$ cat config.mk
export PLATFORM = sky130hd
export DESIGN_NAME = ddr5_cmd_seq
export DESIGN_NICKNAME = d
export VERILOG_FILES = /design/src/rtl/ddr5_cmd_pkg.sv /design/src/rtl/ddr5_tmr.sv /design/src/rtl/ddr5_cmd_seq.sv
export SDC_FILE = /design/constraint.sdc
export NUM_CORES = 1
export LEC_CHECK = 0
export ABC_CLOCK_PERIOD_IN_PS = 2000
export CELL_PAD_IN_SITES_DETAIL_PLACEMENT = 1
export CELL_PAD_IN_SITES_GLOBAL_PLACEMENT = 2
export CORE_AREA = 5 5 100 102
export CTS_BUF_LIST = sky130_fd_sc_hd__clkbuf_2 sky130_fd_sc_hd__clkbuf_4 sky130_fd_sc_hd__clkbuf_8
export DETAILED_ROUTE_END_ITERATION = 12
export DIE_AREA = 0 0 105 107
export GPL_TIMING_DRIVEN = 0
export PLACE_DENSITY_LB_ADDON = 0.15
export SLEW_MARGIN = 20
export SYNTH_ARGS = -nofsm -noshare
export SYNTH_HDL_FRONTEND = slang
export SYNTH_SLANG_ARGS = --single-unit
$ cat constraint.sdc
create_clock -name clk -period 2 [get_ports clk]
set_input_delay 0.4 -clock clk [delete_from_list [all_inputs] [get_ports clk]]
set_output_delay 0.4 -clock clk [all_outputs]
set_load 0.02 [all_outputs]
$ cat src/rtl/ddr5_cmd_pkg.sv
// Command codes, FSM state encodings and default timings shared by the
// closed-page sequencer and the downstream CA packet generator.
package ddr5_cmd_pkg;

  localparam logic [3:0] CMD_IDLE = 4'd0;
  localparam logic [3:0] CMD_WRP  = 4'd1;
  localparam logic [3:0] CMD_MRW  = 4'd2;
  localparam logic [3:0] CMD_WRPA = 4'd3;
  localparam logic [3:0] CMD_RD   = 4'd4;
  localparam logic [3:0] CMD_WRA  = 4'd5;
  localparam logic [3:0] CMD_MRR  = 4'd6;
  localparam logic [3:0] CMD_WR   = 4'd7;
  localparam logic [3:0] CMD_ACT  = 4'd8;
  localparam logic [3:0] CMD_RDA  = 4'd12;
  localparam logic [3:0] CMD_PRE  = 4'd13;

  typedef logic [2:0] state_t;

  localparam state_t S_IDLE = 3'd0;
  localparam state_t S_ACT1 = 3'd1;
  localparam state_t S_ACT2 = 3'd2;
  localparam state_t S_WRCD = 3'd3;
  localparam state_t S_CAS1 = 3'd4;
  localparam state_t S_CAS2 = 3'd5;
  localparam state_t S_WRC  = 3'd6;

  localparam int T_RCD_DEF = 6;
  localparam int T_RC_DEF  = 16;
  localparam int CNT_W_DEF = 6;

  // Only ACT and the auto-precharge CAS codes are ever produced.
  function automatic logic [3:0] state_code(input state_t s, input logic is_wr);
    case (s)
      S_ACT1, S_ACT2: state_code = CMD_ACT;
      S_CAS1, S_CAS2: state_code = is_wr ? CMD_WRA : CMD_RDA;
      default:        state_code = CMD_IDLE;
    endcase
  endfunction

endpackage

$ cat src/rtl/ddr5_tmr.sv
// Loadable down-counter that saturates at zero; done is high while the
// count is zero, so a reset timer reads as already satisfied.
module ddr5_tmr #(
  parameter int W = 6
) (
  input  logic         clk,
  input  logic         rst,
  input  logic         load,
  input  logic [W-1:0] load_val,
  output logic         done
);

  logic [W-1:0] cnt_q, cnt_d;

  always_comb begin
    cnt_d = cnt_q;
    if (load) begin
      cnt_d = load_val;
    end else if (cnt_q != '0) begin
      cnt_d = cnt_q - 1'b1;
    end
  end

  always_ff @(posedge clk) begin
    if (rst) begin
      cnt_q <= '0;
    end else begin
      cnt_q <= cnt_d;
    end
  end

  assign done = (cnt_q == '0);

endmodule

$ cat src/rtl/ddr5_cmd_seq.sv
// Closed-page sequencer: one request becomes ACT then RDA/WRA, each command
// two cycles long, with tRCD and tRC enforced by two down-counters.
module ddr5_cmd_seq
  import ddr5_cmd_pkg::*;
#(
  parameter int T_RCD = T_RCD_DEF,
  parameter int T_RC  = T_RC_DEF,
  parameter int CNT_W = CNT_W_DEF
) (
  input  logic        clk,
  input  logic        rst,
  input  logic        req_valid,
  output logic        req_ready,
  input  logic        req_is_write,
  input  logic [2:0]  req_bg,
  input  logic        req_ba,
  input  logic [15:0] req_row,
  input  logic [9:0]  req_col,
  output logic [3:0]  current_state,
  output logic [2:0]  BG,
  output logic        BA,
  output logic [15:0] row,
  output logic [9:0]  col,
  output logic        CS_i,
  output logic        cas_done,
  output logic        cas_is_write,
  output logic        busy
);

  // Handshake: a request transfers at the rising edge where req_valid and
  // req_ready are both high; fields are sampled only at that edge.
  state_t      state_q, state_d;
  logic        wr_q, wr_d;
  logic [3:0]  code_q;
  logic        cs_n_q, done_q, cwr_q;
  logic [2:0]  bg_q;
  logic        ba_q;
  logic [15:0] row_q;
  logic [9:0]  col_q;
  logic        rcd_done, rc_done, accept;

  // Ready in CAS2 only matters when T_RC == T_RCD+2 and tRC ends there.
  assign req_ready = !rst && ((state_q == S_IDLE) ||
                     (((state_q == S_WRC) || (state_q == S_CAS2)) && rc_done));
  assign accept    = req_valid && req_ready;
  assign busy      = !req_ready && !rst;

  ddr5_tmr #(.W(CNT_W)) u_trcd (
    .clk(clk), .rst(rst), .load(accept),
    .load_val(CNT_W'(T_RCD - 1)), .done(rcd_done)
  );

  ddr5_tmr #(.W(CNT_W)) u_trc (
    .clk(clk), .rst(rst), .load(accept),
    .load_val(CNT_W'(T_RC - 1)), .done(rc_done)
  );

  always_comb begin
    state_d = state_q;
    wr_d    = accept ? req_is_write : wr_q;
    case (state_q)
      S_IDLE: if (accept) state_d = S_ACT1;
      S_ACT1: state_d = S_ACT2;
      S_ACT2: state_d = rcd_done ? S_CAS1 : S_WRCD;
      S_WRCD: if (rcd_done) state_d = S_CAS1;
      S_CAS1: state_d = S_CAS2;
      S_CAS2: state_d = accept ? S_ACT1 : S_WRC;
      S_WRC: begin
        if (accept)       state_d = S_ACT1;
        else if (rc_done) state_d = S_IDLE;
      end
      default: state_d = S_IDLE;
    endcase
  end

  always_ff @(posedge clk) begin
    if (rst) begin
      state_q <= S_IDLE;
      wr_q    <= 1'b0;
      code_q  <= CMD_IDLE;
      cs_n_q  <= 1'b1;
      done_q  <= 1'b0;
      cwr_q   <= 1'b0;
      bg_q    <= '0;
      ba_q    <= 1'b0;
      row_q   <= '0;
      col_q   <= '0;
    end else begin
      state_q <= state_d;
      wr_q    <= wr_d;
      code_q  <= state_code(state_d, wr_d);
      cs_n_q  <= !((state_d == S_ACT1) || (state_d == S_CAS1));
      done_q  <= (state_d == S_CAS2);
      cwr_q   <= (state_d == S_CAS2) && wr_d;
      if (accept) begin
        bg_q  <= req_bg;
        ba_q  <= req_ba;
        row_q <= req_row;
        col_q <= req_col;
      end
    end
  end

  assign current_state = code_q;
  assign CS_i          = cs_n_q;
  assign cas_done      = done_q;
  assign cas_is_write  = cwr_q;
  assign BG            = bg_q;
  assign BA            = ba_q;
  assign row           = row_q;
  assign col           = col_q;

endmodule

# Word-level counts from Yosys, hierarchy flattened
# Index checks and enable logic that the tools add are counted.
# W data, S select, Z words.
# totals
ff_bits,53
wordCells,61
# classes
addsub,2
n_eq_ne,10
n_mux,14
reduce_logical,21
# ops
op,n
$mux W3,8
$pmux W3 S7,1
$eq A3 B3 Y1 const B,5
$logic_not A6 Y1,2
$mux W4,3
$reduce_bool A6 Y1,2
$sub A6 B1 Y6 const B,2
$eq A3 B2 Y1 const B,3
$pmux W4 S2,1
$eq A3 B1 Y1 const B,2
$reduce_or A2 Y1,3
$logic_and A1 B1 Y1,5
$reduce_bool A2 Y1,2
$logic_not A1 Y1,3
$logic_not A3 Y1,1
$logic_or A1 B1 Y1,3
$mux W1,1

# Logic depth before layout (Yosys ltp)
# logic_depth
ltp_word,11
depth_mapped,8
ltp_nobuf,6

# By module
# A second synthesis with hierarchy kept.
# hier_totals
cells_unflattened,281
area_unflattened_um2,2397.3
# by_module_without_submodules
mod,instances,cells_per_inst,area_each_um2,seq_area_each_um2
ddr5_cmd_seq,1,189,1606.5,800.8
ddr5_tmr,2,46,395.4,120.1

# Least setup slack after synthesis
# OpenSTA, ideal clock, no wires.
# synth_timing
path_type,flip-flop to flip-flop
from,register u_trc.cnt_q[0]
to,"register ba_q, in the netlist BA"
setup_ns,0.121
arrival_ns,1.812
required_time_ns,1.879
path_slack_ns,0.067
path_stages_with_launch,9
n_path_buf,2
synth_period_minus_slack_ns,1.933
path_cell_list,dfxtp_1 -> inv_1 -> ha_1 -> nor4b_4 -> and3_1 -> o21ai_2 -> buf_6 -> buf_6 -> mux2_4
# synth_via
elab_chain_len,5
# synth_rtl
item,line_no,rtl
"start, declared",ddr5_tmr.sv:13,"logic [W-1:0] cnt_q, cnt_d;"
"start signal, assigned",ddr5_tmr.sv:28,cnt_q <= cnt_d;
$logic_not A6 Y1,ddr5_tmr.sv:32,assign done = (cnt_q == '0);
$logic_and A1 B1 Y1,ddr5_cmd_seq.sv:44,(((state_q == S_WRC) || (state_q == S_CAS2)) && rc_done));
$logic_or A1 B1 Y1,ddr5_cmd_seq.sv:43,assign req_ready = !rst && ((state_q == S_IDLE) ||
$logic_and A1 B1 Y1,ddr5_cmd_seq.sv:43,
$logic_and A1 B1 Y1,ddr5_cmd_seq.sv:45,assign accept = req_valid && req_ready;
"end signal, assigned",ddr5_cmd_seq.sv:97,ba_q <= req_ba;
"end, declared",ddr5_cmd_seq.sv:37,logic ba_q;
# No other way between the ends.
# A chain may end at the register's enable or synchronous reset.

# Worst setup path in the final report
# layout_timing
from,register u_trc.cnt_q[1]
to,output port busy
# layout_via
elab_chain_len,6
# layout_rtl
item,line_no,rtl
$logic_not A6 Y1,ddr5_tmr.sv:32,
$logic_and A1 B1 Y1,ddr5_cmd_seq.sv:44,
$logic_or A1 B1 Y1,ddr5_cmd_seq.sv:43,
$logic_and A1 B1 Y1,ddr5_cmd_seq.sv:43,
$logic_not A1 Y1,ddr5_cmd_seq.sv:46,assign busy = !req_ready && !rst;
$logic_and A1 B1 Y1,ddr5_cmd_seq.sv:46,
"end, declared",ddr5_cmd_seq.sv:27,output logic busy
# No other way between the ends.

==> run_results.csv <==
group,metric,value,unit
yosys,synth-seq-cells,52,
cts,cts_buffer_depth,2,
worst_hold_path,whs_path_depth,2,
global_routing,overflow,0,
global_routing,grtUsageTotal,11.14,%
yosys,yosys.area.top_type_share,45.69,%
floorplan,rows,35,
setup_path,crit_arrival,1.76,ns
yosys,synth_area_leader_cell,"dfxtp_1",
cts,cts_num_sinks,52,
cts,cts.htree.levels,2,
yosys,netlist_instances,215,
yosys,synth-main-ff-cell,"dfxtp_1",
cells_and_area,design_area,3433,sq um
cells_and_area,diodes,0,
floorplan,dieArea,11240,sq um
outcome,run_status,"complete, but fails checks",
global_routing,grt_pass1_vias,2024,
floorplan,die_width,105,microns
timing,worst_pin_slew,0.5268,ns
cts,cts_tree,"yes",
yosys,synth_warnings,0,
worst_hold_path,hold_class,"flip-flop to flip-flop",
timing,setup_violations,27,
placement,dp_hpwl,4434,microns
cts,cts_made_buffers,5,
setup_path,r2r_start,"u_trc.cnt_q[1]",
cells_and_area,drive_gt1_share,26.71,%
setup_path,worstSetupStartpointType,"flip-flop",
yosys,ys_async_sr_fraction,0,%
cells_and_area,fill_cells,1030,
setup_path,critPathKind,"flip-flop to output port",
pwr,powerDensity,1135,nW/um^2
global_routing,grt_max_degree,18,
pwr,p_leak,1.359,nW
floorplan,core,9021,sq um
worst_hold_path,min_to,"cas_is_write",
yosys,synth_edf_count,0,
route,drt_iter0_drc,67,
setup_path,r2r_cells,10,
pwr,ir_drop,0.3119,mV
timing,skew,0.01722,ns
timing,finalMaxSlewViolations,0,
cells_and_area,final_nets,342,
timing,period_share,108.2,%
setup_path,r2r_slack,-0.12,ns
flow_run,maxCapViolCount,0,
setup_path,setup.worst_path.start,"u_trc.cnt_q[1]",
route,wl_per_cell,15.17,microns
floorplan,top_level_ports,73,
yosys,yosys.cell_types.count,47,
timing,slew_headroom,64.88,%
placement,post_dp_cell_area,3128,sq um
floorplan,die_h,107,microns
placement,gp_congestion,0.7136,
yosys,synthTopCellsByArea,"dfxtp_1, mux2_2, nor2b_1",
global_routing,antenna_found_initial,0,
timing,finalHoldViolations,0,
route,dr.pass1.iters,2,
floorplan,initial_core_util,25.26,%
timing,rsz0062_at_grt,"yes",
cts,hold_buffers,0,
pwr,total_power,3.897,mW
setup_path,r2r_end,"col[7]",
setup_path,required,1.60,ns
outcome,violations,"setup timing",
route,drc,0,
route,vias,1891,
cells_and_area,syn_to_final_growth,50.69,%
timing,period_needed,2.163,ns
cells_and_area,layout_common_cells,"clkdlybuf4s50_1, dfxtp_1, nor2b_1",
timing,fmax,462.3,MHz
yosys,synth-seq-area-share,45.69,%
route,ant_nets,0,
global_routing,grt_pass1_wl,10070,microns
placement,numPortBuffers,71,
yosys,synthesis.nets,251,
yosys,syn_area,2278,sq um
timing,setup_ws,-0.1631,ns
route,avgViaCountPerCell,4.524,
cts,clk_pin_slew,0.11,ns
placement,pre_cts_ws,-1.142,ns
setup_path,crit_fanout,4,
cells_and_area,final_common_cell,"clkdlybuf4s50_1",
cts,clock-root-buffer,"clkbuf_8",
yosys,synth.avg_cell_area,10.60,sq um
timing,setup_tns,-2.618,ns
cts,clkLatencyLatePin,0.32,ns
setup_path,crit_path_end_kind,"output port",
worst_hold_path,hold_path_startpoint,"wr_q",
route,drt-total-wl,6343,microns
cell families (layout without fill, tap and decap cells):
kind of cell	after synthesis	count (layout)	share of synthesized area, %
compound gates	35	35	10.32
xor+xnor	5	5	1.922
fa+ha+maj	2	2	1.098
buf+inv	21	113	4.723
flops	52	52	45.69
mux	32	32	17.74
other cells	1	1	0.1646
simple gates	67	67	18.34
routing by layer:
layer / track usage [%] / up-vias / share of wire (%)
met5: 0 / - / 0
li1: - / 935 / -
met4: 3.379 / 0 / 1.1
met3: 5.418 / 6 / 8.4
met1: 12.88 / 899 / 43
met2: 18.17 / 51 / 47
where the power goes:
part | switching, mW | leakage (nW) | internal, mW
sequential | 0.162 | 0.429 | 1.27
combinational | 0.856 | 0.881 | 0.960
clock | 0.398 | 0.0485 | 0.252
total | 1.42 | 1.36 | 2.48
worst max-delay path: stages (launching register included):
cell and delay [ns]:
dfxtp_2 0.34, inv_2 0.07, ha_4 0.13, nor4b_4 0.29
buf_4 0.18, a41o_1 0.20, nor3_2 0.05, buf_4 0.17
worst max path at each step:
stage                     slack, ns  depth (start not counted)    to
after floorplan                0.07                          8    BA
after global placement        -1.14                          5  busy
after detailed placement      -1.14                          5  busy
after CTS                     -0.15                          7  busy
after global routing          -0.26                          7  busy
final                         -0.16                          7  busy
synthesized netlist by cell type (all sizes together), types with 2 or more instances:
master and count:
a211oi 2, a21boi 2, a21oi 8, a31oi 4, buf 6, clkbuf 7
dfxtp 52, ha 2, inv 8, mux2 31, nand2 2, nand2b 3
nand3 2, nor2 5, nor2b 30, nor3 8, nor4 5, o21ai 8
o21bai 2, or3 2, or4 2, xnor2 3, xor2 2
flip-flops by register name, indices dropped and copies added, names as in the netlist, 3 cells and up:
register and cells:
u_trcd.cnt_q 6, col 10, row 16, current_state 3
BG 3, state_q 3, u_trc.cnt_q 6
through the flow:
step                      util (%)  hold slack, ns  std cells
after global placement       34.67          0.4998        397
final                        38.06          0.5265        418
after CTS                    37.42          0.5216        414
after floorplan                  -          0.4538        215
after detailed placement     34.67          0.4991        397
after global routing         38.06          0.5684        418
layout make-up:
cell class	instances	area (sq um)	share of cell area (%)
inverters	8	30.03	0.8746
multi-input cells	142	1212	35.31
well taps	111	138.9	4.045
clock inverters	3	22.52	0.6560
flip-flops and latches	52	1044	30.39
clock buffers	5	68.82	2.004
repair buffers	84	814.5	23.72
plain buffers	13	102.6	2.988
repair_timing:
| item | 4_1_cts | 5_1_grt |
|---|---|---|
| endpoints found under the setup margin | 45 | 44 |
| gates resized for setup | 34 | 9 |
| setup buffers | 9 | 3 |
| cloned | 0 | 1 |
| pin swaps | 5 | 0 |
Power figures use the tool's default switching activity.
